`src/rtl/hazard_ctrl_if.sv`:
```
// Hazard controller bundle: ID/EX/MEM hazard inputs toward the controller,
// PC/pipeline-register controls and performance counters back to the pipe.
interface hazard_ctrl_if;
    logic [4:0]  id_rs1;
    logic [4:0]  id_rs2;
    logic        id_uses_rs1;
    logic        id_uses_rs2;
    logic        id_halt_req;
    logic        ex_mem_read;
    logic [4:0]  ex_rd;
    logic        ex_branch_taken;
    logic [31:0] ex_branch_target;
    logic        mem_busy;
    logic        resume;
    logic        PCWrite;
    logic        pc_src;
    logic [31:0] branch_target;
    logic        ifid_write;
    logic        ifid_flush;
    logic        idex_flush;
    logic        pipe_hold;
    logic        halted;
    logic [31:0] cycle_cnt;
    logic [31:0] stall_cnt;
    logic [31:0] flush_cnt;

    modport master (
        input  id_rs1, id_rs2, id_uses_rs1, id_uses_rs2, id_halt_req,
        input  ex_mem_read, ex_rd, ex_branch_taken, ex_branch_target,
        input  mem_busy, resume,
        output PCWrite, pc_src, branch_target, ifid_write, ifid_flush,
        output idex_flush, pipe_hold, halted,
        output cycle_cnt, stall_cnt, flush_cnt
    );

    modport slave (
        output id_rs1, id_rs2, id_uses_rs1, id_uses_rs2, id_halt_req,
        output ex_mem_read, ex_rd, ex_branch_taken, ex_branch_target,
        output mem_busy, resume,
        input  PCWrite, pc_src, branch_target, ifid_write, ifid_flush,
        input  idex_flush, pipe_hold, halted,
        input  cycle_cnt, stall_cnt, flush_cnt
    );
endinterface

```
`src/rtl/hazard_ctrl.sv`:
```
// 5-stage pipeline hazard/sequencing controller: mem wait, branch redirect,
// load-use stall, ECALL drain/halt, plus cycle/stall/flush counters.
module hazard_ctrl #(
    parameter int DRAIN_CYCLES = 3
) (
    input  logic          clk,
    input  logic          rst,
    hazard_ctrl_if.master hz
);
    typedef enum logic [1:0] {RUN, DRAIN, HALTED} state_t;

    localparam logic [3:0] DRAIN_LOAD = 4'(DRAIN_CYCLES);

    state_t      state, state_nx;
    logic [3:0]  drain, drain_nx;
    logic [31:0] cyc, stl, flc;
    logic        lu, stall_inc, flush_inc;

    always_comb begin
        lu = hz.ex_mem_read && (hz.ex_rd != 5'd0) &&
             ((hz.id_uses_rs1 && (hz.id_rs1 == hz.ex_rd)) ||
              (hz.id_uses_rs2 && (hz.id_rs2 == hz.ex_rd)));
    end

    assign hz.branch_target = hz.ex_branch_target;
    assign hz.cycle_cnt     = cyc;
    assign hz.stall_cnt     = stl;
    assign hz.flush_cnt     = flc;

    always_comb begin
        state_nx      = state;
        drain_nx      = drain;
        stall_inc     = 1'b0;
        flush_inc     = 1'b0;
        hz.PCWrite    = 1'b0;
        hz.pc_src     = 1'b0;
        hz.ifid_write = 1'b0;
        hz.ifid_flush = 1'b0;
        hz.idex_flush = 1'b0;
        hz.pipe_hold  = 1'b0;
        hz.halted     = 1'b0;
        if (rst) begin
            hz.ifid_flush = 1'b1;
            hz.idex_flush = 1'b1;
        end else begin
            unique case (state)
                RUN: begin
                    priority case (1'b1)
                        hz.mem_busy: begin
                            hz.pipe_hold = 1'b1;
                            stall_inc    = 1'b1;
                        end
                        hz.ex_branch_taken: begin
                            hz.pc_src     = 1'b1;
                            hz.PCWrite    = 1'b1;
                            hz.ifid_write = 1'b1;
                            hz.ifid_flush = 1'b1;
                            hz.idex_flush = 1'b1;
                            flush_inc     = 1'b1;
                        end
                        lu: begin
                            hz.idex_flush = 1'b1;
                            stall_inc     = 1'b1;
                        end
                        hz.id_halt_req: begin
                            // halt instr moves on to EX; fetch stays frozen
                            hz.ifid_write = 1'b1;
                            hz.ifid_flush = 1'b1;
                            drain_nx      = DRAIN_LOAD;
                            state_nx      = DRAIN;
                        end
                        default: begin
                            hz.PCWrite    = 1'b1;
                            hz.ifid_write = 1'b1;
                        end
                    endcase
                end
                DRAIN: begin
                    hz.ifid_write = 1'b1;
                    hz.ifid_flush = 1'b1;
                    if (hz.mem_busy) begin
                        hz.pipe_hold = 1'b1;
                        stall_inc    = 1'b1;
                    end else begin
                        drain_nx = drain - 4'd1;
                        if (drain <= 4'd1) begin
                            drain_nx = 4'd0;
                            state_nx = HALTED;
                        end
                    end
                end
                HALTED: begin
                    hz.halted    = 1'b1;
                    hz.pipe_hold = 1'b1;
                    if (hz.resume) begin
                        state_nx = RUN;
                    end
                end
                default: begin
                    state_nx = RUN;
                end
            endcase
        end
    end

    always_ff @(posedge clk) begin
        if (rst) begin
            state <= RUN;
            drain <= 4'd0;
            cyc   <= 32'd0;
            stl   <= 32'd0;
            flc   <= 32'd0;
        end else begin
            state <= state_nx;
            drain <= drain_nx;
            cyc   <= cyc + 32'(state != HALTED);
            stl   <= stl + 32'(stall_inc);
            flc   <= flc + 32'(flush_inc);
        end
    end
endmodule

```
`src/flat_wrapper.sv`:
```
// flat-port wrapper written by rule: the top's interface ports become plain ports
module hazard_ctrl_flat 
#(
    parameter int DRAIN_CYCLES = 3
)
  (clk, rst, hz_id_rs1, hz_id_rs2, hz_id_uses_rs1, hz_id_uses_rs2, hz_id_halt_req, hz_ex_mem_read, hz_ex_rd, hz_ex_branch_taken, hz_ex_branch_target, hz_mem_busy, hz_resume, hz_PCWrite, hz_pc_src, hz_branch_target, hz_ifid_write, hz_ifid_flush, hz_idex_flush, hz_pipe_hold, hz_halted, hz_cycle_cnt, hz_stall_cnt, hz_flush_cnt);
  hazard_ctrl_if hz_i ();
  input  logic clk;
  input  logic rst;
  input wire logic [$bits(hz_i.id_rs1)-1:0] hz_id_rs1;
  input wire logic [$bits(hz_i.id_rs2)-1:0] hz_id_rs2;
  input wire logic [$bits(hz_i.id_uses_rs1)-1:0] hz_id_uses_rs1;
  input wire logic [$bits(hz_i.id_uses_rs2)-1:0] hz_id_uses_rs2;
  input wire logic [$bits(hz_i.id_halt_req)-1:0] hz_id_halt_req;
  input wire logic [$bits(hz_i.ex_mem_read)-1:0] hz_ex_mem_read;
  input wire logic [$bits(hz_i.ex_rd)-1:0] hz_ex_rd;
  input wire logic [$bits(hz_i.ex_branch_taken)-1:0] hz_ex_branch_taken;
  input wire logic [$bits(hz_i.ex_branch_target)-1:0] hz_ex_branch_target;
  input wire logic [$bits(hz_i.mem_busy)-1:0] hz_mem_busy;
  input wire logic [$bits(hz_i.resume)-1:0] hz_resume;
  output wire logic [$bits(hz_i.PCWrite)-1:0] hz_PCWrite;
  output wire logic [$bits(hz_i.pc_src)-1:0] hz_pc_src;
  output wire logic [$bits(hz_i.branch_target)-1:0] hz_branch_target;
  output wire logic [$bits(hz_i.ifid_write)-1:0] hz_ifid_write;
  output wire logic [$bits(hz_i.ifid_flush)-1:0] hz_ifid_flush;
  output wire logic [$bits(hz_i.idex_flush)-1:0] hz_idex_flush;
  output wire logic [$bits(hz_i.pipe_hold)-1:0] hz_pipe_hold;
  output wire logic [$bits(hz_i.halted)-1:0] hz_halted;
  output wire logic [$bits(hz_i.cycle_cnt)-1:0] hz_cycle_cnt;
  output wire logic [$bits(hz_i.stall_cnt)-1:0] hz_stall_cnt;
  output wire logic [$bits(hz_i.flush_cnt)-1:0] hz_flush_cnt;
  assign hz_i.id_rs1 = hz_id_rs1;
  assign hz_i.id_rs2 = hz_id_rs2;
  assign hz_i.id_uses_rs1 = hz_id_uses_rs1;
  assign hz_i.id_uses_rs2 = hz_id_uses_rs2;
  assign hz_i.id_halt_req = hz_id_halt_req;
  assign hz_i.ex_mem_read = hz_ex_mem_read;
  assign hz_i.ex_rd = hz_ex_rd;
  assign hz_i.ex_branch_taken = hz_ex_branch_taken;
  assign hz_i.ex_branch_target = hz_ex_branch_target;
  assign hz_i.mem_busy = hz_mem_busy;
  assign hz_i.resume = hz_resume;
  assign hz_PCWrite = hz_i.PCWrite;
  assign hz_pc_src = hz_i.pc_src;
  assign hz_branch_target = hz_i.branch_target;
  assign hz_ifid_write = hz_i.ifid_write;
  assign hz_ifid_flush = hz_i.ifid_flush;
  assign hz_idex_flush = hz_i.idex_flush;
  assign hz_pipe_hold = hz_i.pipe_hold;
  assign hz_halted = hz_i.halted;
  assign hz_cycle_cnt = hz_i.cycle_cnt;
  assign hz_stall_cnt = hz_i.stall_cnt;
  assign hz_flush_cnt = hz_i.flush_cnt;
  hazard_ctrl #(.DRAIN_CYCLES(DRAIN_CYCLES)) u_core (.clk(clk), .rst(rst), .hz(hz_i));
endmodule
```
`config.mk`:
```
export PLATFORM = sky130hd
export DESIGN_NAME = hazard_ctrl_flat
export DESIGN_NICKNAME = d
export VERILOG_FILES = /design/src/rtl/hazard_ctrl_if.sv /design/src/rtl/hazard_ctrl.sv /design/src/flat_wrapper.sv
export SDC_FILE = /design/constraint.sdc
export NUM_CORES = 1
export LEC_CHECK = 0
export BUFFER_PORTS_ARGS = -buffer_cell sky130_fd_sc_hd__buf_2
export CORE_MARGIN = 2
export CORE_UTILIZATION = 45
export DETAILED_ROUTE_END_ITERATION = 12
export PLACE_DENSITY = 0.74
export SLEW_MARGIN = 20
export SYNTH_ARGS = -nofsm -noshare
export SYNTH_HDL_FRONTEND = slang
export SYNTH_SLANG_ARGS = --single-unit
```
`constraint.sdc`:
```
create_clock -name clk -period 4.63 [get_ports clk]
set_clock_uncertainty 0.05 [all_clocks]
set_input_delay 0.2315 -clock clk [delete_from_list [all_inputs] [get_ports clk]]
set_output_delay 0.2315 -clock clk [all_outputs]
set_load 0.05 [all_outputs]
```
Yosys cells after proc, flatten, opt, wreduce, memory -nomap -nowiden. Cells that the tools add are included.

Register bits after elaboration: 102. Bits in latches: 0. RAM bits: 0. ROM bits: 0. Input bits: 56. Output and inout port bits: 135. Logic and storage cells: 83. Memories kept: 0.

$add $sub $neg: 4. Multiply operators: 0. Div/mod/pow operators: 0. Magnitude comparators: 1. Equality and inequality tests: 12. Shift operators: 0. Muxes and demuxes: 50. Bitwise logic cells: 0. Reductions and logical operators: 11.

Operators by type and width (number): $add A32 B1 Y32 (3); $mux W1 (31); $mux W4 (6); $mux W2 (7); $ne A2 B2 Y1 const B (7); $eq A5 B5 Y1 (2); $pmux W1 S2 (4); $pmux W4 S2 (1); $reduce_and A7 Y1 (1); $pmux W2 S3 (1); $reduce_and A6 Y1 (1); $reduce_bool A5 Y1 (1); $le A4 B1 Y1 const B (1); $logic_and A1 B1 Y1 (4); $sub A4 B1 Y4 const B (1); $eq A2 B1 Y1 const B (1); $eq A2 B2 Y1 const B (1); $logic_not A2 Y1 (1); $ne A2 B1 Y1 const B (1); $reduce_bool A2 Y1 (1); $reduce_or A2 Y1 (1); $logic_or A1 B1 Y1 (1).

Depth between registers and ports, before layout. Gate-level depths: netlist of the first run.

Word-level depth: 10. Mapped depth: 13. Depth with buffers taken out: 12.

Least setup slack after synthesis of the first run. OpenSTA, ideal clock, no wires.

Kind: flip-flop to flip-flop. From: reg u_core.state[1]. To: reg u_core.flc[28] (netlist: u_core.hz.flush_cnt[28]). Library setup time: 128 ps. Arrival: 3665 ps. Data required time: 4452 ps. Slack: 788 ps. Stages on the path, launching flop included: 10. Buffers on the path: 1. Period minus slack after synthesis: 3842 ps. Cell sequence: dfxtp_1 or2_2 nor4_1 ha_1 ha_1 and3_1 buf_1 nand4_1 xnor2_1 nor2_1.

Longest elaborated chain between the ends: 4.

Ends and longest elaborated chain: start: declaration (line hazard_ctrl.sv:14) `state_t state, state_nx;`; start signal: assignment (line hazard_ctrl.sv:114) `state <= state_nx;`; $logic_not A2 Y1; $mux W1 (2 in series); named net hz_pc_src (line flat_wrapper.sv:22) `output wire logic [$bits(hz_i.pc_src)-1:0] hz_pc_src;`; $add A32 B1 Y32 (line hazard_ctrl.sv:118) `flc <= flc + 32'(flush_inc);`; end signal: assignment (line hazard_ctrl.sv:118); end: declaration (line hazard_ctrl.sv:16) `logic [31:0] cyc, stl, flc;`.

The timed path passes the listed nets, and every way through them passes these cells. A chain may end at the register's enable or synchronous reset.

Worst setup path after layout of the first run.
From: reg u_core.state[1]. To: reg u_core.flc[24] (netlist: u_core.hz.flush_cnt[24]).

Longest elaborated chain between the ends: 4.

Ends and longest elaborated chain: $logic_not A2 Y1 (line hazard_ctrl.sv:46) `unique case (state)`; $mux W1 (line hazard_ctrl.sv:46); $mux W1 (line hazard_ctrl.sv:42) `if (rst) begin`; $add A32 B1 Y32 (line hazard_ctrl.sv:118).

Every way passes these cells.

==> results of run 1 <==
==> worst max-delay path, cell delays in order, from the launching register on <==
cell                      delay [ps]
sky130_fd_sc_hd__dfxtp_1         360
sky130_fd_sc_hd__or2_2           350
sky130_fd_sc_hd__nor4_1          440
sky130_fd_sc_hd__ha_1            340
sky130_fd_sc_hd__ha_1            240
sky130_fd_sc_hd__and3_1          530
sky130_fd_sc_hd__nand4_1         210
sky130_fd_sc_hd__xor2_1          230
sky130_fd_sc_hd__nor2_1           60
==> worst paths after layout <==
check / slack (ps) / endpoint / startpoint / depth (start not counted)
max: 1660 / u_core.hz.flush_cnt[24]$_SDFF_PP0_ / u_core.state[1]$_SDFFE_PP0P_ / 8
min: 140 / u_core.state[1]$_SDFFE_PP0P_ / hz_resume / 4
max reg2reg: 1660 / u_core.hz.flush_cnt[24]$_SDFF_PP0_ / u_core.state[1]$_SDFFE_PP0P_ / 8
min reg2reg: 440 / u_core.hz.cycle_cnt[31]$_SDFF_PP0_ / u_core.hz.cycle_cnt[31]$_SDFF_PP0_ / 2
==> metal layers <==
layer	GRT usage, %	vias up	wire length [um]
li1	-	2220	-
met1	22.3	2118	5040
met2	31.3	126	5530
met3	4.39	28	633
met4	8.58	0	252
met5	0	-	0
==> cell families (layout without fill, tap and decap cells) <==
group | after synthesis | after routing | synth area share, %
compound gates | 48 | 48 | 5.96
xor+xnor | 90 | 90 | 15.5
fa+ha+maj | 8 | 8 | 1.96
buf+inv | 68 | 158 | 7.36
flops | 102 | 102 | 40.0
simple gates | 283 | 283 | 29.2
==> power by group through the flow <==
| stage | registers, W | clock network [W] | logic [W] |
|---|---|---|---|
| floorplan | 0.000925 | 0 | 0.000136 |
| global placement | 0.000910 | 0 | 0.000108 |
| detailed placement | 0.000910 | 0 | 0.000111 |
| CTS | 0.000890 | 0.000759 | 0.000112 |
| global route | 0.000891 | 0.000795 | 0.000121 |
| finish | 0.000890 | 0.000743 | 0.000111 |
==> stage by stage <==
stage | hold slack [ps] | setup WS, ps | instances
finish | 145 | 1660 | 829
global route | 205 | 1500 | 829
CTS | 128 | 1690 | 829
detailed placement | 413 | 1580 | 814
global placement | 413 | 1720 | 814
floorplan | 384 | 788 | 599
==> flip-flops by register name, indices dropped and copies added, names as in the netlist <==
signal / cells
u_core.drain: 4
u_core.state: 2
u_core.hz.flush_cnt: 32
u_core.hz.cycle_cnt: 32
u_core.hz.stall_cnt: 32
==> cell usage in the layout (no fill, tap or decap), types with 2 or more instances in the layout <==
cell / count
sky130_fd_sc_hd__buf_2: 125
sky130_fd_sc_hd__dfxtp_1: 102
sky130_fd_sc_hd__nor2_1: 90
sky130_fd_sc_hd__xnor2_1: 46
sky130_fd_sc_hd__xor2_1: 44
sky130_fd_sc_hd__nand3_1: 33
sky130_fd_sc_hd__nand2_1: 32
sky130_fd_sc_hd__nand4_1: 31
sky130_fd_sc_hd__and3_1: 17
sky130_fd_sc_hd__nor4_1: 17
sky130_fd_sc_hd__inv_1: 16
sky130_fd_sc_hd__and4_1: 16
sky130_fd_sc_hd__a21oi_1: 13
sky130_fd_sc_hd__nor3_1: 13
sky130_fd_sc_hd__o21ai_0: 12
sky130_fd_sc_hd__clkbuf_16: 9
sky130_fd_sc_hd__nor2b_1: 8
sky130_fd_sc_hd__ha_1: 8
sky130_fd_sc_hd__or3_1: 7
sky130_fd_sc_hd__and2_1: 7
sky130_fd_sc_hd__o21a_1: 5
sky130_fd_sc_hd__clkbuf_1: 4
sky130_fd_sc_hd__a31oi_1: 3
sky130_fd_sc_hd__a21o_1: 2
sky130_fd_sc_hd__o211ai_1: 2
sky130_fd_sc_hd__o31ai_1: 2
sky130_fd_sc_hd__nand2b_1: 2
sky130_fd_sc_hd__nor3b_1: 2
sky130_fd_sc_hd__buf_4: 2
==> layout make-up <==
type / instances / area [um2] / area share (%)
flip-flops and latches: 102 / 2040 / 34.7
well taps: 140 / 175 / 2.98
clock buffers: 14 / 254 / 4.32
inverters: 16 / 60.1 / 1.02
repair buffers: 127 / 641 / 10.9
clock inverters: 1 / 30.0 / 0.510
multi-input cells: 429 / 2680 / 45.6
==> metrics.log, run 1 <==
INFO  metric status = finished, final reports clean
INFO  metric power.share.sequential = 51.0%
INFO  metric post_cts.resized_instances = 0
INFO  metric timing.final.hold_violations = 0
INFO  metric synthMostInstantiatedCell = sky130_fd_sc_hd__dfxtp_1
INFO  metric clock_sinks = 102
INFO  metric synth_area_leader_cell = sky130_fd_sc_hd__dfxtp_1
INFO  metric detailed_place.area = 5600 um2
INFO  metric post-route-period-util = 64.1%
INFO  metric clock_power_share = 42.6%
INFO  metric initial_utilization = 46.6%
INFO  metric synth_flop_cell = sky130_fd_sc_hd__dfxtp_1
INFO  metric synth_seq_area_share = 40.0%
INFO  metric fp.dieArea = 12200 um2
INFO  metric mappedNetlistNets = 663
INFO  metric ys_seq_elements = 102
INFO  metric yosysUniqueCellTypes = 45
INFO  metric min_period = 2970 ps
INFO  metric floorplan.die.width = 110 um
INFO  metric internal_power = 0.00135 W
INFO  metric antenna_found_initial = 0
INFO  metric finalSetupViolations = 0
INFO  metric cts_setup_buffers = 0
INFO  metric syn_inst = 599
INFO  metric route.detailed.wl_per_inst = 13.8 um
INFO  metric maximum_number_of_pins_on_one_net_before_global_route_repair = 102
INFO  metric power_switching = 0.000394 W
INFO  metric coreArea = 10900 um2
INFO  metric port_buffers = 126
INFO  metric layout.core_utilization = 53.8%
INFO  metric wire_length_of_the_first_global_routing_pass = 19.2 mm
INFO  metric total_wire_length = 11.5 mm
INFO  metric hp-class = input port to flip-flop
INFO  metric timing_worst_slew_pin_value = 1060 ps
INFO  metric cts_htree_levels = 3
INFO  metric drc_errors = 0
INFO  metric cap_violations = 0
INFO  metric postSynthAreaPerCell = 8.51 um2
INFO  metric ir_drop = 240 uV
INFO  metric postSynth.asyncResetShare = 0%
INFO  metric synth.cells.most_frequent = sky130_fd_sc_hd__dfxtp_1, sky130_fd_sc_hd__nor2_1, sky130_fd_sc_hd__xnor2_1
INFO  metric grt_overflow_total = 0
INFO  metric antenna_violating_nets_post_route = 0
INFO  metric yosys_warns = 0
INFO  metric height_of_the_die = 110 um
INFO  metric synth_area_leaders = sky130_fd_sc_hd__dfxtp_1, sky130_fd_sc_hd__xnor2_1, sky130_fd_sc_hd__xor2_1
INFO  metric nets = 749
INFO  metric clock_path_buffers = 2
INFO  metric syn_area = 5100 um2
INFO  metric final_max_slew_viol_count = 0
INFO  metric global_route_usage_over_all_layers = 18.5%
INFO  metric layout-drive-gt1-share = 21.0%
INFO  metric first_global_vias = 4180
INFO  metric detailedRoute.firstIterationViolations = 263
INFO  metric clk_pin_slew_worst_paths = 70 ps
INFO  metric power_frac_comb = 6.4%
INFO  metric placementRows = 38
INFO  metric synth-edff-count = 0
INFO  metric setup.worst_path.start_class = flip-flop
INFO  metric maxClockFrequency = 337 MHz
INFO  metric crit_arrival = 3110 ps
INFO  metric flow.area_growth_from_synthesis = 15.4%
INFO  metric netSwitchingFraction = 22.6%
INFO  metric worstPathRequired = 4770 ps
INFO  metric max-slew-margin-rel = 29.6%
INFO  metric final_cell_area = 5880 um2
INFO  metric worst-path-max-fanout = 13
INFO  metric routed_via_density = 5.42
INFO  metric gp_routability_congestion = 0.829
INFO  metric synthDominantCellAreaShare = 40.0%
INFO  metric power_leakage = 2.46 nW
INFO  metric worst-setup-path-type = flip-flop to flip-flop
INFO  metric p_total = 0.00174 W
INFO  metric floorplan.io_pins = 191
INFO  metric fillerInstances = 1001
INFO  metric vias = 4492
INFO  metric diodes = 0
INFO  metric pwr_density_cell = 297 nW/um2
INFO  metric post-dp-hpwl = 8.13 mm
INFO  metric drtPass1Iterations = 4
INFO  metric clock_buffer_count_from_cts = 9
INFO  metric hold_buffer_count_at_cts = 0
INFO  metric crit_path_end_kind = flip-flop
INFO  metric rsz0062_at_grt = no
INFO  metric cts.root.buffer_cell = sky130_fd_sc_hd__clkbuf_16
INFO  metric setup-tns-final = 0 ps
INFO  metric insertion_delay = 340 ps
INFO  metric tritoncts = yes
Power figures use the tool's default switching activity.
==> inputs of run 2 (changes only) <==
- clock period: 4.63 -> 3 ns (I/O delays scaled with it)
==> metrics.log, run 2 (synthesis gave the netlist of run 1 again) <==
INFO  metric status = finished, final reports clean
INFO  metric worst-setup-path-type = flip-flop to flip-flop
INFO  metric insertion_delay = 340 ps
INFO  metric maximum_number_of_pins_on_one_net_before_global_route_repair = 55
INFO  metric rr_startpoint = u_core.state[0]$_SDFFE_PP0P_
INFO  metric pwr_density_cell = 475 nW/um2
INFO  metric drtPass1Iterations = 4
INFO  metric power_leakage = 2.49 nW
INFO  metric clock_path_buffers = 2
INFO  metric clock_sinks = 102
INFO  metric post-route-period-util = 89.5%
INFO  metric drc_errors = 0
INFO  metric setup.worst_path.start_class = flip-flop
INFO  metric register_to_register_setup_slack = 310 ps
INFO  metric hold_path_depth = 4
INFO  metric cts_htree_levels = 3
INFO  metric crit_path_frequent_cell = sky130_fd_sc_hd__ha_1
INFO  metric route.detailed.wl_per_inst = 13.8 um
INFO  metric clock_buffer_count_from_cts = 9
INFO  metric min_period = 2690 ps
INFO  metric cts.root.buffer_cell = sky130_fd_sc_hd__clkbuf_16
INFO  metric timing_worst_slew_pin_value = 670 ps
INFO  metric timing.final.hold_violations = 0
INFO  metric height_of_the_die = 110 um
INFO  metric worstPathRequired = 3160 ps
INFO  metric cts_setup_buffers = 0
INFO  metric tritoncts = yes
INFO  metric gp_routability_congestion = 0.847
INFO  metric crit_path_end_kind = flip-flop
INFO  metric max-slew-margin-rel = 55.0%
INFO  metric antenna_violating_nets_post_route = 0
INFO  metric first_global_vias = 4156
INFO  metric vias = 4517
INFO  metric global_route_usage_over_all_layers = 18.6%
INFO  metric critical-path-max-stage-delay = 440 ps
INFO  metric cap_violations = 0
INFO  metric worst-path-max-fanout = 7
INFO  metric ir_drop = 355 uV
INFO  metric diodes = 0
INFO  metric hold_buffer_count_at_cts = 0
INFO  metric final_max_slew_viol_count = 0
INFO  metric maxClockFrequency = 372 MHz
INFO  metric worst_r2r_path_depth = 10
INFO  metric flow.area_growth_from_synthesis = 17.0%
INFO  metric layout-drive-gt1-share = 22.1%
INFO  metric rsz0062_at_grt = no
INFO  metric clk_pin_slew_worst_paths = 60 ps
INFO  metric fillerInstances = 1015
INFO  metric min-delay-start = hz_resume
INFO  metric port_buffers = 126
INFO  metric min_delay_worst_endpoint = u_core.state[1]$_SDFFE_PP0P_
INFO  metric nets = 751
INFO  metric commonest_non_fill_non_tap_cell_in_the_layout = sky130_fd_sc_hd__buf_2
INFO  metric floorplan.io_pins = 191
INFO  metric top_library_cells_by_usage_in_the_layout_fill_and_taps_aside = sky130_fd_sc_hd__buf_2, sky130_fd_sc_hd__dfxtp_1, sky130_fd_sc_hd__nor2_1, sky130_fd_sc_hd__xnor2_1, sky130_fd_sc_hd__xor2_1
INFO  metric hp-class = input port to flip-flop
INFO  metric detailed_place.area = 5630 um2
INFO  metric setup-tns-final = 0 ps
INFO  metric coreArea = 10900 um2
INFO  metric floorplan.die.width = 110 um
INFO  metric antenna_found_initial = 0
INFO  metric multiInputGateArea = 2700 um2
INFO  metric total_wire_length = 11.5 mm
INFO  metric r2r_end = u_core.hz.stall_cnt[26]$_SDFF_PP0_
INFO  metric seqCellArea = 2040 um2
INFO  metric post_cts.resized_instances = 0
INFO  metric p_total = 0.00283 W
INFO  metric placementRows = 38
INFO  metric grt_overflow_total = 0
INFO  metric final_cell_area = 5960 um2
INFO  metric wire_length_of_the_first_global_routing_pass = 19.4 mm
INFO  metric path_cells = inv_1 -> a41oi_1 -> nor3_1 -> ha_1 -> ha_1 -> and4_1 -> nand2_1 -> nor4_1 -> xnor2_1 -> nor2_1
INFO  metric crit_arrival = 2850 ps
INFO  metric fp.dieArea = 12200 um2
INFO  metric detailedRoute.firstIterationViolations = 229
INFO  metric initial_utilization = 46.6%
INFO  metric post-dp-hpwl = 8.31 mm
INFO  metric critPathSlowestCell = sky130_fd_sc_hd__nor4_1
INFO  metric finalSetupViolations = 0
INFO  metric routed_via_density = 5.43
-- run 2: cell types whose count changed in the layout (fill, tap and decap cells not counted), sizes merged --
| cell | delta |
|---|---|
| clkinv | +2 |
| clkbuf | -3 |
| bufinv | +1 |
| buf | +2 |
| clkinvlp | +1 |
-- run 2: how the worst max path moves through the flow --
stage                                      start                                 end  slack [ps]
finish              u_core.state[0]$_SDFFE_PP0P_  u_core.hz.stall_cnt[26]$_SDFF_PP0_         310
global route        u_core.state[0]$_SDFFE_PP0P_  u_core.hz.stall_cnt[26]$_SDFF_PP0_         100
CTS                 u_core.state[0]$_SDFFE_PP0P_  u_core.hz.stall_cnt[26]$_SDFF_PP0_         320
detailed placement                   hz_ex_rd[1]  u_core.hz.stall_cnt[26]$_SDFF_PP0_         120
global placement                     hz_ex_rd[0]  u_core.hz.stall_cnt[22]$_SDFF_PP0_         260
floorplan           u_core.state[1]$_SDFFE_PP0P_  u_core.hz.flush_cnt[30]$_SDFF_PP0_         220
-- run 2: worst max-delay path, delay by kind of cell (launching register included) --
| family | cells | cell delay (ps) |
|---|---|---|
| AOI/OAI and AO/OA | 1 | 130 |
| DFF | 1 | 390 |
| xor gates and xnor gates | 1 | 170 |
| buffers and inverters | 1 | 200 |
| adders and majority gates | 2 | 460 |
| and+or+nand+nor | 5 | 1160 |
-- run 2: per-stage QoR --
step                setup WS [ps]  utilization [%]  cells  hold slack [ps]
floorplan                     218                -    599              302
global placement              264             51.5    816              250
finish                        315             54.5    832             65.8
global route                 96.4             54.5    832              120
detailed placement            117             51.5    816              250
CTS                           316             54.5    832             44.9
-- run 2: metal layers --
layer	GRT usage [%]	up-vias	part of all wire, %
li1	-	2216	-
met1	23.1	2122	45
met2	30.1	141	47
met3	4.34	38	5.5
met4	9.67	0	2.5
met5	0	-	0
-- run 2: cell type report --
| class | count | share of cell area [%] |
|---|---|---|
| multi-input combinational | 429 | 45.2 |
| sequential | 102 | 34.2 |
| timing repair buffer | 129 | 11.0 |
| clock buffer | 11 | 4.24 |
| tap | 140 | 2.94 |
| clock inverter | 5 | 1.36 |
| inverter | 16 | 1.01 |
-- run 2: where the power goes --
part	switching [W]	total, W	internal, W
registers	0.0000107	0.00137	0.00136
clock network	0.000507	0.00128	0.000777
logic	0.000119	0.000175	0.0000557
total	0.000636	0.00283	0.00220
